## src/rtl/joystick_serial_reader.sv

```systemverilog
// Polls an NES-style serial game-pad, debounces the sampled button vector and
// presents it as a stable active-high bus with change and end-of-frame strobes.
module joystick_serial_reader #(
  parameter int CLK_DIV        = 4,
  parameter int POLL_PERIOD    = 100,
  parameter int DEBOUNCE_POLLS = 2
) (
  input  logic       clk,
  input  logic       reset_n,
  input  logic       enable,
  input  logic       pad_data,
  output logic       pad_latch,
  output logic       pad_clk,
  output logic [7:0] buttons,
  output logic       changed,
  output logic       frame_done
);

  localparam int TMR_W = $clog2(POLL_PERIOD);
  localparam int DIV_W = $clog2(2 * CLK_DIV);
  localparam int CNT_W = $clog2(DEBOUNCE_POLLS + 1);

  localparam logic [TMR_W-1:0] TMR_LAST   = TMR_W'(POLL_PERIOD - 1);
  localparam logic [DIV_W-1:0] LATCH_LAST = DIV_W'(2 * CLK_DIV - 1);
  localparam logic [DIV_W-1:0] PHASE_LAST = DIV_W'(CLK_DIV - 1);
  localparam logic [CNT_W-1:0] CNT_FULL   = CNT_W'(DEBOUNCE_POLLS);

  typedef enum logic [2:0] {IDLE, LATCH, FIRST, SHIFT_HI, SHIFT_LO, EVAL} state_t;

  state_t           state, state_next;
  logic [1:0]       sync;
  logic             pad_sync;
  logic [TMR_W-1:0] timer;
  logic [DIV_W-1:0] div_cnt;
  logic [2:0]       bit_idx;
  logic [7:0]       raw;
  logic [7:0]       cand;
  logic [CNT_W-1:0] cnt, cnt_next;
  logic             phase_last, sample, update;
  logic             latch_d, pclk_d;

  // Idle level of the pad line is high (released), so the synchronizer resets to 1.
  always_ff @(posedge clk or negedge reset_n) begin
    if (!reset_n) sync <= 2'b11;
    // NOTE: non-blocking assignments keep every flop sampling pre-edge values,
    // which is what makes the two-stage synchronizer actually two stages.
    else          sync <= {sync[0], pad_data};
  end
  assign pad_sync = sync[1];

  always_ff @(posedge clk or negedge reset_n) begin
    if (!reset_n)            timer <= '0;
    else if (!enable)        timer <= '0;
    else if (timer == TMR_LAST) timer <= '0;
    else                     timer <= timer + TMR_W'(1);
  end

  always_comb begin
    // NOTE: a default for every comb output avoids inferred latches on
    // paths the case statement does not cover.
    phase_last = 1'b0;
    case (state)
      LATCH:                     phase_last = (div_cnt == LATCH_LAST);
      FIRST, SHIFT_HI, SHIFT_LO: phase_last = (div_cnt == PHASE_LAST);
      default:                   phase_last = 1'b0;
    endcase
  end

  assign sample = phase_last && (state == FIRST || state == SHIFT_LO);

  always_ff @(posedge clk or negedge reset_n) begin
    if (!reset_n) state <= IDLE;
    else          state <= state_next;
  end

  always_comb begin
    state_next = state;
    case (state)
      IDLE:     if (timer == TMR_LAST) state_next = LATCH;
      LATCH:    if (phase_last) state_next = FIRST;
      FIRST:    if (phase_last) state_next = SHIFT_HI;
      SHIFT_HI: if (phase_last) state_next = SHIFT_LO;
      SHIFT_LO: if (phase_last) state_next = (bit_idx == 3'd7) ? EVAL : SHIFT_HI;
      EVAL:     state_next = IDLE;
      default:  state_next = IDLE;
    endcase
  end

  // Pad strobes are decoded from the next state so they can be registered
  // and still line up exactly with the state they belong to.
  always_comb begin
    latch_d = (state_next == LATCH);
    pclk_d  = (state_next == SHIFT_HI);
  end

  always_ff @(posedge clk or negedge reset_n) begin
    if (!reset_n) begin
      div_cnt <= '0;
      bit_idx <= '0;
      raw     <= '0;
    end else begin
      div_cnt <= (state_next != state || state == IDLE) ? '0 : div_cnt + DIV_W'(1);
      if (state == IDLE) bit_idx <= '0;
      else if (sample) begin
        raw[bit_idx] <= ~pad_sync;
        bit_idx      <= bit_idx + 3'd1;
      end
    end
  end

  always_comb begin
    if (raw == cand) cnt_next = (cnt == CNT_FULL) ? cnt : cnt + CNT_W'(1);
    else             cnt_next = CNT_W'(1);
    update = (cnt_next == CNT_FULL) && (raw != buttons);
  end

  // NOTE: only control/output flops need the async reset here; every flop in
  // this block is small state, so all of them are reset for a clean restart.
  always_ff @(posedge clk or negedge reset_n) begin
    if (!reset_n) begin
      pad_latch  <= 1'b0;
      pad_clk    <= 1'b0;
      frame_done <= 1'b0;
      changed    <= 1'b0;
      buttons    <= '0;
      cand       <= '0;
      cnt        <= '0;
    end else begin
      pad_latch  <= latch_d;
      pad_clk    <= pclk_d;
      frame_done <= (state == EVAL);
      changed    <= (state == EVAL) && update;
      if (state == EVAL) begin
        cand <= raw;
        cnt  <= cnt_next;
        if (update) buttons <= raw;
      end
    end
  end

endmodule

```

## config.mk

```make
export PLATFORM = sky130hd
export DESIGN_NAME = joystick_serial_reader
export DESIGN_NICKNAME = d
export VERILOG_FILES = /design/src/rtl/joystick_serial_reader.sv
export SDC_FILE = /design/constraint.sdc
export NUM_CORES = 1
export LEC_CHECK = 0
export ABC_AREA = 1
export BUFFER_PORTS_ARGS = -buffer_cell sky130_fd_sc_hd__buf_4
export CORE_UTILIZATION = 35
export CTS_BUF_LIST = sky130_fd_sc_hd__clkbuf_4 sky130_fd_sc_hd__clkbuf_8
export DETAILED_ROUTE_END_ITERATION = 10
export GPL_TIMING_DRIVEN = 0
export SYNTH_ARGS = -nofsm -noshare
export SYNTH_HDL_FRONTEND = slang
export SYNTH_SLANG_ARGS = --single-unit
```

## constraint.sdc

```tcl
create_clock -name clk -period 1.8 [get_ports clk]
set_input_delay 0.18 -clock clk [delete_from_list [all_inputs] [get_ports clk]]
set_output_delay 0.18 -clock clk [all_outputs]
set_load 0.02 [all_outputs]
```

[Word level (Yosys, flattened, before mapping)]
Cells that the tools add are included.
Storage, ports and cells
  output and inout bits: 12
  flip-flop bits (word level): 48
Operators by class
  muxes and demuxes: 18
  eq/ne operators: 16
  add/sub/neg operators: 4
  bitwise gates (word level): 2
  reductions and logical operators: 11
  order comparisons: 2
Operators with widths (number)
  2-to-1 mux 3 bit: 9
  case mux 3 bit (5 select lines): 1
  2-to-1 mux 7 bit: 2
  == test 3 x 2 -> 1 bit (second input constant): 4
  == test 3 bit (second input constant): 4
  bitwise mux 8 bit: 1
  == test 8 bit: 1
  inequality test 8 bit: 1
  adder 7 x 1 -> 7 bit (second input constant): 1
  == test 7 bit (second input constant): 1
  adder 3 x 1 -> 3 bit (second input constant): 2
  == test 3 x 1 -> 1 bit (second input constant): 2
  == test 2 bit (second input constant): 2
  logical AND 1 bit: 4
  < comparator 3 x 4 -> 1 bit (second input constant): 1
  2-to-1 mux 2 bit: 2
  AND reduction 2 bit: 2
  demux 1 bit (select 3 bit): 1
  >= comparator 3 x 1 -> 1 bit (second input constant): 1
  logical NOT 3 bit: 1
  inequality test 3 bit: 1
  OR reduction 3 bit: 1
  adder 2 x 1 -> 2 bit (second input constant): 1
  logical OR 1 bit: 2
  4 further kinds: 5

[Depth between registers and ports, before layout]
Gate-level depths: netlist of run 1.
  word-level depth: 8
  mapped depth: 11
  depth with buffers taken out: 11

[Worst setup path before layout of run 1]
No wires, ideal clock.
  kind: reg2reg
  from: reg state[1]
  to: reg raw[0]
  setup time: 123 ps
  setup slack: 353 ps
  path buffers: 0
  data arrival time: 1324 ps
  stages on the path, launching flop included: 11
  path through: dfrtp_1 nor2_4 nand2_1 nand3_2 nand2_2 inv_2 nand4_4 nor2_4 nand2_1 nand2_1 o21ai_1
On the way
  longest elaborated chain between the ends: 5
  elaborated cells between the ends (all ways): 11
  those cells by class: eq/ne (4); mux (1); bitwise (1); reduce/logical (5)
Ends and longest elaborated chain
  start: declaration: RTL line 30  | state_t state, state_next;
  start signal: assignment: RTL line 73  | else state <= state_next;
  == test 3 x 2 -> 1 bit, or another cell as far along: RTL line 62, 69
  OR reduction 3 bit: RTL line 62  | case (state)
  case mux 1 bit (2 select lines): RTL line 62
  logical AND 1 bit: RTL line 69  | assign sample = phase_last && (state == FIRST || state == SHIFT_LO);
  AND reduction 2 bit (no line) *
  end signal: indexed assignment: RTL line 105  | raw[bit_idx] <= ~pad_sync;
  end: declaration: RTL line 36  | logic [7:0] raw;
Mark *: on every way between the ends. The rest lies on a longest branch, timed or not.
A chain may end at the register's enable or synchronous reset.

[Worst setup path in the final report of run 1]
  from: reg raw[1]
  to: reg buttons[6]
On the way
  longest elaborated chain between the ends: 5
  elaborated cells between the ends (all ways): 6
  those cells by class: eq/ne (3); mux (1); reduce/logical (2)
Ends and longest elaborated chain
  == test 8 bit: RTL line 112  | if (raw == cand) cnt_next = (cnt == CNT_FULL) ? cnt : cnt + CNT_W'(1);
  2-to-1 mux 2 bit: RTL line 112
  == test 2 bit: RTL line 114  | update = (cnt_next == CNT_FULL) && (raw != buttons);
  logical AND 1 bit *: RTL line 114
  AND reduction 2 bit (no line) *
  end signal: assignment: RTL line 136  | if (update) buttons <= raw;
  end: declaration: RTL line 14  | output logic [7:0] buttons,
Marked as above.

==> results of run 1 <==
==> cells by family after synthesis <==
| group | Yosys count | share of synthesized area [%] |
|---|---|---|
| adders and majority gates | 5 | 2.70 |
| and+or+nand+nor | 106 | 22.9 |
| buffers and inverters | 34 | 5.83 |
| DFF | 48 | 52.0 |
| AOI/OAI and AO/OA | 37 | 9.73 |
| xor gates and xnor gates | 17 | 6.43 |
| muxes | 1 | 0.432 |
==> synth_stat cells (all sizes together) <==
cell type	number
nor3b	1
nor2	27
o211ai	1
nand3	7
ha	5
a21oi	3
dfstp	2
nand4	6
o21ai	28
mux2i	1
a31oi	1
dfrtp	46
or2	3
inv	32
nor4	1
xor2	8
nor3	3
buf	1
clkbuf	1
o21bai	1
xnor2	9
nand2	58
o22ai	3
==> sequential cells by signal, indices dropped and copies added (netlist names), 3 cells and up <==
name / flops
cand: 8
buttons: 8
bit_idx: 3
state: 3
div_cnt: 3
raw: 8
timer: 7
==> routing by layer <==
layer	track usage (%)	vias to the layer above
li1	-	837
met5	0	-
met4	4.70	0
met3	3.28	6
met2	18.6	16
met1	16.8	726
==> power by group through the flow <==
stage / combinational, mW / sequential, mW / clock (mW)
2_1_floorplan: 0.0115 / 1.11 / 0
3_3_place_gp: 0.0400 / 1.11 / 0
3_5_place_dp: 0.0404 / 1.11 / 0
4_1_cts: 0.0437 / 1.09 / 0.744
5_1_grt: 0.0496 / 1.09 / 0.778
6_report: 0.0412 / 1.09 / 0.712
==> cells in the final DEF (no fill, tap or decap), types with 2 or more instances in the layout <==
| master | instances |
|---|---|
| nand3_2 | 2 |
| o21ai_0 | 12 |
| nor2_1 | 22 |
| or2_2 | 2 |
| xor2_1 | 8 |
| dfrtp_1 | 46 |
| o21ai_2 | 8 |
| xnor2_1 | 9 |
| ha_1 | 5 |
| nand4_1 | 5 |
| nor3_1 | 2 |
| nand2_1 | 51 |
| inv_1 | 28 |
| nor2_4 | 4 |
| a21oi_1 | 3 |
| o22ai_1 | 3 |
| dlygate4sd3_1 | 2 |
| buf_4 | 15 |
| o21ai_1 | 8 |
| dfstp_2 | 2 |
| nand2_2 | 6 |
| inv_2 | 4 |
| nand3_1 | 5 |
| clkbuf_8 | 7 |
==> layout make-up <==
type | count | area (um^2) | share of cell area, %
Inverter | 32 | 120 | 4.53
Sequential cell | 48 | 1200 | 45.4
Timing Repair Buffer | 17 | 133 | 5.01
Clock buffer | 8 | 104 | 3.92
Multi-Input combinational cell | 166 | 977 | 36.9
Buffer | 2 | 15.0 | 0.567
Tap cell | 77 | 96.3 | 3.64
==> how the worst max path moves through the flow <==
| stage | from | end | slack [ps] | cells after the start |
|---|---|---|---|---|
| after global placement | raw[1] | buttons[6] | 170 | 8 |
| after detailed placement | raw[1] | buttons[6] | 160 | 8 |
| after CTS | raw[1] | buttons[6] | 150 | 8 |
| after floorplan | state[1] | raw[0] | 350 | 10 |
| after global routing | state[1] | raw[0] | 7 | 10 |
| final | raw[1] | buttons[6] | 150 | 8 |
==> what timing repair did <==
item	4_1_cts	5_1_grt
endpoints found under the hold margin	47	0
hold buffers	2	0
resized for setup	0	0
==> worst min-delay path: stages <==
cell and delay, ps:
buf_4 80, inv_1 50, nor2_1 90
==> stage by stage <==
step | setup WS, ps | power [mW]
5_1_grt | 6.79 | 1.92
6_report | 152 | 1.85
4_1_cts | 145 | 1.88
2_1_floorplan | 353 | 1.12
3_3_place_gp | 171 | 1.15
3_5_place_dp | 160 | 1.15
==> metrics, run 1 <==
outcome complete, no violations; Crit Reg-Reg Endpoint buttons[6]; routability cong. 0.794; met3 wire len 118 um; Core Area 0.00639 mm^2; CP startpoint kind flop; fmax 0.607 GHz; critical path's largest stage delay 440 ps; combinational power share 2.2%; minimum clock period 1650 ps; Worst-path clk slew 80 ps; switching power 0.381 mW; hold path depth 3; M1 WL 1990 um; Clock Path Buffers 2; vias in the first global route 1,517; Site Rows 29; Crit Path Class reg -> reg; area post-placement 0.00252 mm^2; pin count of the biggest net entering global routing 49; post-layout util 41.5%; drt initial violations 72; RSZ-0062 raised after global routing no; number of library cell types mapped by synthesis 34; number of synthesized register bits 48; Final Max Tran Viols 0; Yosys top cell by area dfrtp_1; sequential power share 59.2%; Die Area 0.00695 mm^2; DR pass1 iterations 4; htree depth 2; DR vias 1,585; r2r worst-path depth 8; Layout area overhead 14.4%; Root Driver clkbuf_8; CP Buf/Inv Count 1; DRC errors left 0; final setup TNS 0 ps; Design Area, Final 0.00265 mm^2; global-route wire length before repair 6850 um; sequential element share of the synthesized area 52.0%; most used cell, CP nand2_2; Clock Power Share 38.6%; detailed placement HPWL 2870 um; worst hold endpoint timer[4]; Die X 83.3 um; initial antenna violation count 0; syn_area_per_cell 9.34 um^2; worst slew pin tran 595 ps; worst hold path startpoint enable; Post CTS Setup Buffer Count 0; class of the worst hold path in -> reg; pwr dens 697 mW/mm^2; Clock Latency Late Sink 310 ps; hold_ws 139 ps; Die Ht 83.3 um; dpl cells 340; Fillers 667; Synth Cell Area 0.00232 mm^2; TritonCTS clock tree yes; CP max stage cell dfrtp_1; via/cell ratio 4.53; Initial Utilization 36.3%; Inserted Clock Buffers 5; Cells after Synth 248; WP data required 1990 ps; FF-to-FF Start raw[1]; Net count, final 281; crit-path cells or2_0, a21oi_1, nand4_1, nor2_2, nand2_2, buf_6, nand2_2, o21ai_2; metal2 WL 1750 um; max layer used met4; Rel. slew slack 60.4%; internal power 1.47 mW; post-synth net total 257; max capacitance violation total 0; # setup viols final 0; Post-DRT Antenna Nets 0; YS warnings 0; Area contributors post-synth dfrtp_1 (50%), nand2_1 (8.3%), inv_1 (4.5%), nor2_1 (3.6%), xnor2_1 (3.4%); post-synth top area share 49.7%; share of cells above drive strength 1 20.5%; total congestion overflow 0; Leak Pwr 1.28 nW; post-route insts no fill 350; Final period util 91.6%; delay-heaviest family, CP simple AND/OR/NAND/NOR gates; Worst EP arrival 1840 ps; GRT Resource Usage Total 12.3%; I/O pins 16; Clock Skew 14.8 ps; I/O Buffers 15; Hold Vio Cnt, Final 0; CP Capture Type flop; Reg2Reg Setup Slack 150 ps; Inserted Diodes 0; Sw Share 20.6%; Routed wire per std cell 11.2 um; Max FO, Critical Path 10; final WL 3920 um; maximum VDD drop 0.354 mV; clk sinks 48
Note: power is estimated with default switching activity, not from simulation.
==> run 2, diff against run 1 <==
--- a/config.mk
+++ b/config.mk
@@ -5,7 +5,6 @@
 export SDC_FILE = /design/constraint.sdc
 export NUM_CORES = 1
 export LEC_CHECK = 0
-export ABC_AREA = 1
 export BUFFER_PORTS_ARGS = -buffer_cell sky130_fd_sc_hd__buf_4
 export CORE_UTILIZATION = 35
 export CTS_BUF_LIST = sky130_fd_sc_hd__clkbuf_4 sky130_fd_sc_hd__clkbuf_8
==> metrics, run 2 <==
Worst EP arrival 1980 ps (was 1840 ps); routability cong. 0.717 (was 0.794); Worst-path clk slew 80 ps (about the same); Net count, final 251 (was 281); Fillers 614 (was 667); syn_area_per_cell 10.8 um^2 (was 9.34 um^2); Final Max Tran Viols 0 (unchanged); sequential power share 62.7% (was 59.2%); YS warnings 0 (unchanged); Inserted Clock Buffers 5 (unchanged); CP max stage cell or4_4 (was dfrtp_1); htree depth 2 (unchanged); final WL 4150 um (was 3920 um); TritonCTS clock tree yes (unchanged); DR vias 1,591 (was 1,585); maximum VDD drop 0.391 mV (was 0.354 mV); Rel. slew slack 59.5% (was 60.4%); Yosys top cell by area dfrtp_1 (unchanged); Die X 83.2 um (was 83.3 um); Cells after Synth 214 (was 248); Root Driver clkbuf_8 (unchanged); Core Area 0.00635 mm^2 (was 0.00639 mm^2); Adder-Cell Fraction of Synth Area 3.58% (was 2.70%); WP data required 2010 ps (was 1990 ps); GRT Resource Usage Total 12.4% (was 12.3%); hold_ws 228 ps (was 139 ps); fmax 0.567 GHz (was 0.607 GHz); critical path's largest stage delay 550 ps (was 440 ps); EDFF count, synth 0 (unchanged); Initial Utilization 36.4% (was 36.3%); max capacitance violation total 0 (unchanged); Crit Path Class reg -> reg (unchanged); number of library cell types mapped by synthesis 41 (was 34); met1 GRT Util 17.3% (was 16.8%); Clock Power Share 34.6% (was 38.6%); minimum clock period 1760 ps (was 1650 ps); FF-to-FF Start div_cnt[0] (was raw[1]); Layout area overhead 17.7% (was 14.4%); Inserted Diodes 0 (unchanged); internal power 1.38 mW (was 1.47 mW); Clock Latency Late Sink 290 ps (was 310 ps); CP Capture Type flop (unchanged); Area contributors post-synth dfrtp_1 (50%), xor2_1 (4.2%), mux2_1 (3.9%), xnor2_1 (3.4%), nand2_1 (2.9%) (was dfrtp_1 (50%), nand2_1 (8.3%), inv_1 (4.5%), nor2_1 (3.6%), xnor2_1 (3.4%)); Most used DFF post-synth dfrtp_1 (unchanged); commonest non-fill, non-tap cells in the layout dfrtp_1 (46), buf_4 (18), nand2_1 (17), inv_1 (12) (was nand2_1 (51), dfrtp_1 (46), inv_1 (28), nor2_1 (22), buf_4 (15)); top flop regs buttons: 8 flops, cand: 8 flops, raw: 8 flops (unchanged); Synth top cells by count dfrtp_1 (46), nand2_1 (18), inv_1 (12), nor2_1 (12), xor2_1 (11) (was nand2_1 (51), dfrtp_1 (46), inv_1 (28), nor2_1 (22), o21ai_0 (12)); worst slew pin tran 607 ps (was 595 ps); sequential element share of the synthesized area 52.1% (was 52.0%); met3 usage in global routing 3.08% (was 3.28%); post-synthesis xor/xnor area fraction 7.59% (was 6.43%); I/O pins 16 (unchanged); clk sinks 48 (unchanged); combinational power share 2.7% (was 2.2%); DRC errors left 0 (unchanged); I/O Buffers 15 (unchanged); via/cell ratio 4.99 (was 4.53); CP startpoint kind flop (unchanged); post-synth net total 223 (was 257); commonest non-fill, non-tap cell in the layout dfrtp_1 (was nand2_1); Clock Path Buffers 2 (unchanged); largest family of logic cells by synthesized area simple AND/OR/NAND/NOR gates (unchanged); Die Ht 83.2 um (was 83.3 um); Post-DRT Antenna Nets 0 (unchanged); # setup viols final 0 (unchanged); Final period util 97.9% (was 91.6%); Routed wire per std cell 13.0 um (was 11.2 um); Reg2Reg Setup Slack 40 ps (was 150 ps); class of the worst hold path in -> reg (unchanged); detailed placement HPWL 2730 um (was 2870 um); post-synthesis simple-gate area fraction 16.5% (was 22.9%); vias in the first global route 1,476 (was 1,517); Leak Pwr 1.33 nW (was 1.28 nW); DR pass1 iterations 3 (was 4); share of cells above drive strength 1 19.8% (was 20.5%); drt initial violations 76 (was 72); global-route wire length before repair 7000 um (was 6850 um); post-synth top area share 49.9% (was 49.7%); met2 usage 19.3% (was 18.6%); pwr dens 642 mW/mm^2 (was 697 mW/mm^2); worst hold path startpoint enable (unchanged); Sw Share 20.9% (was 20.6%); initial antenna violation count 0 (unchanged); compound-gate portion of the synthesized area 10.1% (was 9.72%); Die Area 0.00692 mm^2 (was 0.00695 mm^2); post-synthesis mux area share 6.50% (was 0.432%); total congestion overflow 0 (unchanged); Site Rows 29 (unchanged); gr busiest metal met2 (unchanged); Max FO, Critical Path 7 (was 10); crit-path cells ha_4, nand2b_2, or4_4, nor3b_2, mux2i_1 (was or2_0, a21oi_1, nand4_1, nor2_2, nand2_2, buf_6, nand2_2, o21ai_2); asr flop ratio synth 100% (unchanged); Worst setup startpoint div_cnt[0] (was raw[1]); number of synthesized register bits 48 (unchanged); Synth Cell Area 0.00231 mm^2 (was 0.00232 mm^2); final setup TNS 0 ps (unchanged); RSZ-0062 raised after global routing yes (was no); Hold Vio Cnt, Final 0 (unchanged); outcome complete, no violations (unchanged); most common cell in the synthesized netlist dfrtp_1 (was nand2_1); Clock Skew 7.44 ps (was 14.8 ps); switching power 0.364 mW (was 0.381 mW); pin count of the biggest net entering global routing 49 (unchanged)
-- run 2: final cells by class --
type,count,area [um^2],area share [%]
multi-input cells,146,1100,40.4
clock inverters,1,5.00,0.184
repair buffers,20,155,5.71
clock buffers,6,76.3,2.81
flip-flops and latches,48,1200,44.3
well taps,77,96.3,3.55
inverters,14,52.6,1.93
plain buffers,7,30.0,1.10
-- run 2: path summary, 6_finish.rpt --
check | to | depth (start not counted)
worst max register to register | raw[4] | 5
min in group asynchronous | buttons[7] | 2
worst min-delay path | timer[1] | 3
worst min register to register | sync[1] | 0
worst max-delay path | raw[4] | 5
max in group asynchronous | state[1] | 2
-- run 2: repair_timing --
action | 4_1_cts | 5_1_grt
pin swaps | 0 | 1
buffers inserted | 0 | 3
setup endpoints to repair | 11 | 24
cloned | 0 | 1
hold buffers | 2 | 0
endpoints found under the hold margin | 47 | 0
resized for setup | 3 | 11
-- run 2: kinds of logic after synthesis --
kind of cell               count (synthesis)
DFF                                       48
xor gates and xnor gates                  20
buffers and inverters                     21
adders and majority gates                  7
and+or+nand+nor                           65
muxes                                     14
AOI/OAI and AO/OA                         39
-- run 2: per-stage QoR --
stage | area (um^2) | util (%) | std cells | power [mW] | worst slack [ps]
3_3_place_gp | 2520 | 39.6 | 306 | 1.16 | -46.1
6_report | 2720 | 42.8 | 319 | 1.74 | 37.1
5_1_grt | 2720 | 42.8 | 319 | 1.83 | -54.8
4_1_cts | 2630 | 41.4 | 315 | 1.78 | 8.04
2_1_floorplan | 2310 | - | 214 | 1.13 | 97.7
3_5_place_dp | 2520 | 39.6 | 306 | 1.16 | -65.7
-- run 2: power groups by stage --
| stage | sequential, mW | combinational [mW] | clock (mW) |
|---|---|---|---|
| floorplan | 1.11 | 0.0140 | 0 |
| global placement | 1.11 | 0.0441 | 0 |
| detailed placement | 1.11 | 0.0449 | 0 |
| CTS | 1.09 | 0.0483 | 0.643 |
| global route | 1.09 | 0.0557 | 0.680 |
| finish | 1.09 | 0.0466 | 0.604 |
-- run 2: routing by layer --
| layer | wire [um] | up-vias |
|---|---|---|
| li1 | - | 797 |
| met4 | 20 | 0 |
| met5 | 0 | - |
| met2 | 1930 | 18 |
| met1 | 2090 | 773 |
| met3 | 116 | 3 |
-- run 2: critical path: cells and delay by family (launching register included) --
| family | cells | cell delay (ps) |
|---|---|---|
| fa+ha+maj | 1 | 190 |
| simple gates | 3 | 910 |
| mux | 1 | 200 |
| flops | 1 | 400 |
